<file path="src/rtl/sa_ctrl_pkg.sv">
// Shared types and width/length helpers for the systolic-array feed scheduler.
package sa_ctrl_pkg;

   typedef enum logic [1:0] {
      SA_IDLE  = 2'd0,
      SA_FEED  = 2'd1,
      SA_DRAIN = 2'd2,
      SA_DONE  = 2'd3
   } sa_state_e;

   function automatic int unsigned sa_max(input int unsigned a, input int unsigned b);
      return (a > b) ? a : b;
   endfunction

   // Bits needed to count 0..v-1, never less than one bit.
   function automatic int unsigned sa_clog2_min1(input int unsigned v);
      return (v <= 2) ? 1 : $clog2(v);
   endfunction

   function automatic int unsigned sa_kw(input int unsigned k_max);
      return sa_clog2_min1(k_max + 1);
   endfunction

   function automatic int unsigned sa_aw(input int unsigned k_max);
      return sa_clog2_min1(k_max);
   endfunction

   function automatic int unsigned sa_drain_cycles(input int unsigned buf_lat,
                                                   input int unsigned mac_latency,
                                                   input int unsigned rows,
                                                   input int unsigned cols);
      return buf_lat + mac_latency + rows + cols - 2;
   endfunction

   // Counter must cover both the longest FEED phase and the DRAIN phase.
   function automatic int unsigned sa_cnt_width(input int unsigned k_max,
                                                input int unsigned rows,
                                                input int unsigned cols,
                                                input int unsigned buf_lat,
                                                input int unsigned mac_latency);
      int unsigned feed_max;
      feed_max = k_max + sa_max(rows, cols) - 1;
      return sa_clog2_min1(sa_max(feed_max, sa_drain_cycles(buf_lat, mac_latency, rows, cols)));
   endfunction

endpackage

</file>
<file path="src/rtl/sa_valid_delay.sv">
// N-bit, DEPTH-deep valid delay line with synchronous clear.
module sa_valid_delay #(
   parameter int unsigned N     = 1,
   parameter int unsigned DEPTH = 1
) (
   input  logic         clk_i,
   input  logic         rst_n,
   input  logic         clr_i,
   input  logic [N-1:0] d_i,
   output logic [N-1:0] q_o
);

   logic [N-1:0] pipe_q [DEPTH];

   always_ff @(posedge clk_i or negedge rst_n) begin
      if (!rst_n) begin
         for (int unsigned i = 0; i < DEPTH; i++) pipe_q[i] <= '0;
      end else if (clr_i) begin
         for (int unsigned i = 0; i < DEPTH; i++) pipe_q[i] <= '0;
      end else begin
         pipe_q[0] <= d_i;
         for (int unsigned i = 1; i < DEPTH; i++) pipe_q[i] <= pipe_q[i-1];
      end
   end

   assign q_o = pipe_q[DEPTH-1];

endmodule

</file>
<file path="src/rtl/sa_feed_scheduler.sv">
// Sequences one tile through the systolic array: skewed edge-buffer reads,
// delayed edge valids, fixed drain, then a one-cycle done pulse.
module sa_feed_scheduler
   import sa_ctrl_pkg::*;
#(
   parameter int unsigned ROWS        = 16,
   parameter int unsigned COLS        = 16,
   parameter int unsigned K_MAX       = 256,
   parameter int unsigned BUF_LAT     = 1,
   parameter int unsigned MAC_LATENCY = 8,
   localparam int unsigned KW         = sa_kw(K_MAX),
   localparam int unsigned AW         = sa_aw(K_MAX)
) (
   input  logic                 clk_i,
   input  logic                 rst_n,
   input  logic                 cmd_valid_i,
   output logic                 cmd_ready_o,
   input  logic [KW-1:0]        cmd_k_i,
   input  logic                 abort_i,
   output logic [ROWS-1:0]      in_rd_en_o,
   output logic [ROWS*AW-1:0]   in_rd_addr_o,
   output logic [COLS-1:0]      w_rd_en_o,
   output logic [COLS*AW-1:0]   w_rd_addr_o,
   output logic [ROWS-1:0]      in_valid_o,
   output logic [COLS-1:0]      w_valid_o,
   output logic                 busy_o,
   output logic                 done_o
);

   localparam int unsigned MAXRC = sa_max(ROWS, COLS);
   localparam int unsigned DRAIN = sa_drain_cycles(BUF_LAT, MAC_LATENCY, ROWS, COLS);
   localparam int unsigned CW    = sa_cnt_width(K_MAX, ROWS, COLS, BUF_LAT, MAC_LATENCY);

   sa_state_e           state_q, state_d;
   logic [CW-1:0]       t_q, t_d;
   logic [KW-1:0]       k_q, k_d;
   logic [KW-1:0]       k_clamp;
   logic [CW:0]         feed_last;

   logic                ready_q, ready_d;
   logic                busy_q, busy_d;
   logic                done_q, done_d;
   logic [ROWS-1:0]     in_en_q, in_en_d;
   logic [ROWS*AW-1:0]  in_addr_q, in_addr_d;
   logic [COLS-1:0]     w_en_q, w_en_d;
   logic [COLS*AW-1:0]  w_addr_q, w_addr_d;
   logic                vclr;

   // Lane idx reads in step t when idx <= t < idx + k.
   function automatic logic in_window(input logic [CW-1:0] t, input int unsigned idx,
                                      input logic [KW-1:0] k);
      logic [CW:0] lo;
      lo = (CW+1)'(idx);
      return ({1'b0, t} >= lo) && ({1'b0, t} < lo + (CW+1)'(k));
   endfunction

   assign k_clamp   = (cmd_k_i > KW'(K_MAX)) ? KW'(K_MAX) : cmd_k_i;
   assign feed_last = (CW+1)'(k_q) + (CW+1)'(MAXRC - 1) - (CW+1)'(1);

   always_ff @(posedge clk_i or negedge rst_n) begin
      if (!rst_n) begin
         state_q <= SA_IDLE;
         t_q     <= '0;
         k_q     <= '0;
      end else begin
         state_q <= state_d;
         t_q     <= t_d;
         k_q     <= k_d;
      end
   end

   always_comb begin
      state_d = state_q;
      t_d     = t_q;
      k_d     = k_q;
      unique case (state_q)
         SA_IDLE: begin
            if (cmd_valid_i) begin
               k_d     = k_clamp;
               t_d     = '0;
               state_d = (k_clamp != '0) ? SA_FEED : SA_DONE;
            end
         end
         SA_FEED: begin
            if (abort_i) begin
               state_d = SA_IDLE;
            end else if ({1'b0, t_q} == feed_last) begin
               state_d = SA_DRAIN;
               t_d     = '0;
            end else begin
               t_d = t_q + CW'(1);
            end
         end
         SA_DRAIN: begin
            if (abort_i) begin
               state_d = SA_IDLE;
            end else if (t_q == CW'(DRAIN - 1)) begin
               state_d = SA_DONE;
               t_d     = '0;
            end else begin
               t_d = t_q + CW'(1);
            end
         end
         SA_DONE: state_d = SA_IDLE;
         default: state_d = SA_IDLE;
      endcase
   end

   // Outputs are decoded from the next state so they register in step with it.
   always_comb begin
      ready_d   = (state_d == SA_IDLE);
      busy_d    = (state_d != SA_IDLE);
      done_d    = (state_d == SA_DONE);
      in_en_d   = '0;
      in_addr_d = '0;
      w_en_d    = '0;
      w_addr_d  = '0;
      if (state_d == SA_FEED) begin
         for (int unsigned r = 0; r < ROWS; r++) begin
            if (in_window(t_d, r, k_d)) begin
               in_en_d[r]             = 1'b1;
               in_addr_d[r*AW +: AW]  = AW'(t_d - CW'(r));
            end
         end
         for (int unsigned c = 0; c < COLS; c++) begin
            if (in_window(t_d, c, k_d)) begin
               w_en_d[c]              = 1'b1;
               w_addr_d[c*AW +: AW]   = AW'(t_d - CW'(c));
            end
         end
      end
   end

   always_ff @(posedge clk_i or negedge rst_n) begin
      if (!rst_n) begin
         ready_q   <= 1'b1;
         busy_q    <= 1'b0;
         done_q    <= 1'b0;
         in_en_q   <= '0;
         in_addr_q <= '0;
         w_en_q    <= '0;
         w_addr_q  <= '0;
      end else begin
         ready_q   <= ready_d;
         busy_q    <= busy_d;
         done_q    <= done_d;
         in_en_q   <= in_en_d;
         in_addr_q <= in_addr_d;
         w_en_q    <= w_en_d;
         w_addr_q  <= w_addr_d;
      end
   end

   assign vclr = abort_i && (state_q != SA_IDLE);

   sa_valid_delay #(.N(ROWS), .DEPTH(BUF_LAT)) u_in_vdly (
      .clk_i (clk_i),
      .rst_n (rst_n),
      .clr_i (vclr),
      .d_i   (in_en_q),
      .q_o   (in_valid_o)
   );

   sa_valid_delay #(.N(COLS), .DEPTH(BUF_LAT)) u_w_vdly (
      .clk_i (clk_i),
      .rst_n (rst_n),
      .clr_i (vclr),
      .d_i   (w_en_q),
      .q_o   (w_valid_o)
   );

   assign cmd_ready_o  = ready_q;
   assign busy_o       = busy_q;
   assign done_o       = done_q;
   assign in_rd_en_o   = in_en_q;
   assign in_rd_addr_o = in_addr_q;
   assign w_rd_en_o    = w_en_q;
   assign w_rd_addr_o  = w_addr_q;

endmodule

</file>
<file path="config.mk">
export PLATFORM = sky130hd
export DESIGN_NAME = sa_feed_scheduler
export DESIGN_NICKNAME = d
export VERILOG_FILES = /design/src/rtl/sa_ctrl_pkg.sv /design/src/rtl/sa_valid_delay.sv /design/src/rtl/sa_feed_scheduler.sv
export SDC_FILE = /design/constraint.sdc
export NUM_CORES = 1
export LEC_CHECK = 0
export CORE_MARGIN = 2
export CORE_UTILIZATION = 51
export DETAILED_ROUTE_END_ITERATION = 6
export PLACE_DENSITY = 0.93
export REMOVE_ABC_BUFFERS = 1
export SKIP_LAST_GASP = 1
export SLEW_MARGIN = 20
export SYNTH_ARGS = -nofsm -noshare
export SYNTH_HDL_FRONTEND = slang
export SYNTH_SLANG_ARGS = --single-unit
</file>
<file path="constraint.sdc">
create_clock -name clk_i -period 6.7 [get_ports clk_i]
set_clock_uncertainty 0.05 [all_clocks]
set_input_delay 1.675 -clock clk_i [delete_from_list [all_inputs] [get_ports clk_i]]
set_output_delay 1.675 -clock clk_i [all_outputs]
set_load 0.005 [all_outputs]
</file>
==> metrics <==
Final nets=~1800; Syn Area/Cell=9.162 um2; fill cell count=1970; Synth top area share=0.3365; Slew @ Worst Pin=1167 ps; grt ovf=0; final setup fails=0; Max Root-Sink Buffers=2; RePlAce Congestion=1.026; row cnt=59; via-per-instance ratio=between 6 and 7; register area share after synthesis=0.3385; dpl hpwl=38.95 mm; Hold Fails Final Rpt=0; Post-Syn Area=13530 um2; CP Data Arrival Time=6550 ps; crit path launch type=primary input; first-pass GRT wire length=between 70 and 80 mm; max incr delay on CP=~670 ps; power per cell area=283.2 nW/um2; Die X=roughly 170 um; top cell type by total area after synthesis=dfrtp_1; Critical R2R Capture=w_rd_addr_o[100]; crit end category=register; CTS tree=done; GRT Util Overall=0.3749; Max Freq=approximately 160 MHz; final instance area=between 15000 and 20000 um2; H-Tree Depth=4; outcome=complete, no violations; Synth cell types=94; CTS buffer count=17; Post-DRT Antenna Nets=0; worst reg2reg path depth=18; I/O pin total=336; Synth Area in Compound Gates=0.1458; top cells by count, synth=dfrtp_1, nor2_1, buf_4; clock-pin slew on the worst setup and hold paths=~80 ps; IO Port Bufs=roughly 340; die area=27850 um2; largest net degree at the start of global routing=around 80; die height=166.9 um; DR pass1 iterations=6; Simple-Gate Fraction of Synth Area=0.1595; wire length per cell=26.33 um; Crit Path Max Fanout=20; VDD IR max=0.1869 mV; Synth area leaders=dfrtp_1, ha_1, xnor2_1; Initial Util=0.5193; Synth Instances=about 1500; Post-route DRC=0; mux cell area share after synthesis=0.004068; Routed WL=52.96 mm; crit path time final=about 6300 ps; Max-Cap Viols=0; Synth Area in Adders=0.1106; vias=approximately 13000; setup tns final=0 ps; Layout Utilization=0.6475; CP cell instances=clkdlybuf4s50_1 -> or3b_1 -> nor3b_1 -> a21oi_2 -> buf_4 -> ha_1 -> a21oi_1 -> nor2_1 -> xnor2_1 -> ha_1 -> a21o_1 -> a21oi_1 -> nor3b_1 -> o221ai_1 -> o221ai_1 -> o2111ai_1 -> nor2_1; Critical Path Slowest Stage Cell=or3b_1; initial antenna violation count=2; Worst EP required=7000 ps; leakage=7.617 nW; post-synthesis sequential element count=183; RSZ-0062 raised after global routing=no; vias in the first global route=about 12000; initial drt markers=1632; clock sink total=about 180; min-delay worst type=register to register; Syn. warnings=0; Synth Area in XOR/XNOR=0.1134; CTS Hold Bufs=0; post-cts repair resize count=0; placed instance area=16250 um2; Hold Crit Start=w_rd_en_o[0]; ys async rst share=1.000; setup slack, reg-to-reg=around 1000 ps; ys flop type=dfrtp_1; headroom to the max-slew limit=0.2221; critical path class=primary input to register; Crit Reg-Reg Startpoint=k_q[1]; Post-synth EDFFs=0; clk root buf=clkbuf_16; layout cell share with drive strength beyond 1=0.08353; Worst Hold End=u_w_vdly.q_o[0]; Final period util=0.9333; Slew Limit Fails=0; largest family of logic cells by synthesized area=simple AND/OR/NAND/NOR gates; clk_lat worst skew=about 450 ps; ant diodes=0; Area Growth Syn to Fin=24.68%; area of the core=between 20000 and 30000 um2; Hold Crit Depth=1; Setup Buffers After CTS=0
## layer usage
layer / share of wire / global-route usage / up-vias
met5: 0.0015 / 0.01391 / -
met4: 0.074 / 0.2369 / 6
met3: 0.11 / 0.09672 / 258
met2: 0.46 / 0.5928 / 938
met1: 0.36 / 0.4557 / 6077
li1: - / - / 5277
## worst max path at each step
stage	start	end	slack [ps]	depth (start not counted)
4_1_cts	cmd_valid_i	w_rd_addr_o[100]	610	17
2_1_floorplan	abort_i	w_rd_addr_o[51]	260	13
5_1_grt	cmd_valid_i	w_rd_addr_o[8]	230	17
3_3_place_gp	cmd_valid_i	w_rd_addr_o[13]	370	17
3_5_place_dp	cmd_valid_i	w_rd_addr_o[13]	280	17
6_report	cmd_valid_i	w_rd_addr_o[100]	450	17
## per-stage QoR
stage,hold slack (ps),instances,total power [mW],worst slack [ps]
floorplan,474.1,1253,2.610,264.4
global placement,440.6,1979,3.595,365.3
detailed placement,454.4,1979,3.662,277.6
CTS,458.8,2010,4.699,612.2
global route,491.8,2011,4.960,229.9
finish,460.8,2011,4.778,447.1
## sequential cells by signal, indices dropped and copies added (netlist names), 2 cells and up
name	cells
u_w_vdly.q_o	16
w_rd_en_o	16
w_rd_addr_o	128
t_q	9
state_q	2
k_q	9
## kinds of logic (layout without fill, tap and decap cells)
group | after synthesis | count (layout)
buffers and inverters | 289 | 488
adder cells (fa/ha/maj) | 122 | 122
AND/OR/NAND/NOR | 452 | 452
AO/OA/AOI/OAI | 253 | 253
multiplexers | 5 | 5
flip-flops | 183 | 183
XOR/XNOR | 173 | 173
## layout make-up
cell class	count	area (um2)	area share
Multi-Input combinational cell	1005	7233	0.4287
Sequential cell	183	4581	0.2715
Tap cell	335	419.2	0.02484
Clock inverter	14	161.4	0.009566
Timing Repair Buffer	392	3809	0.2257
Inverter	65	244.0	0.01446
Clock buffer	17	425.4	0.02521
## worst max-delay path: cells and delay by family
kind	cells	cell delay (ps)
simple gates	5	1700
compound gates	7	1540
buf+inv	2	780
fa+ha+maj	2	700
xor+xnor	1	160
## cell usage in the layout, fill, tap and decap left out, drive strengths merged, types with 15 or more instances in the layout
master and count:
o31ai 15, inv 68, xor2 30, nand2 86
a31oi 20, xnor2 143, ha 110, o21ai 30
nor2b 18, and2 24, clkbuf 18, buf 57
a21o 27, dfrtp 182, nor2 182, a21oi 68
nor3 32, nand3 36, clkdlybuf4s50 334
## where the power goes
part | total [mW] | internal (mW) | switching [mW] | leakage, nW
Sequential | 1.39 | 1.23 | 0.155 | 2.52
Combinational | 2.36 | 1.00 | 1.35 | 4.82
Clock | 1.04 | 0.500 | 0.537 | 0.283
Total | 4.78 | 2.73 | 2.04 | 7.62
(Power assumes the default switching activity.)
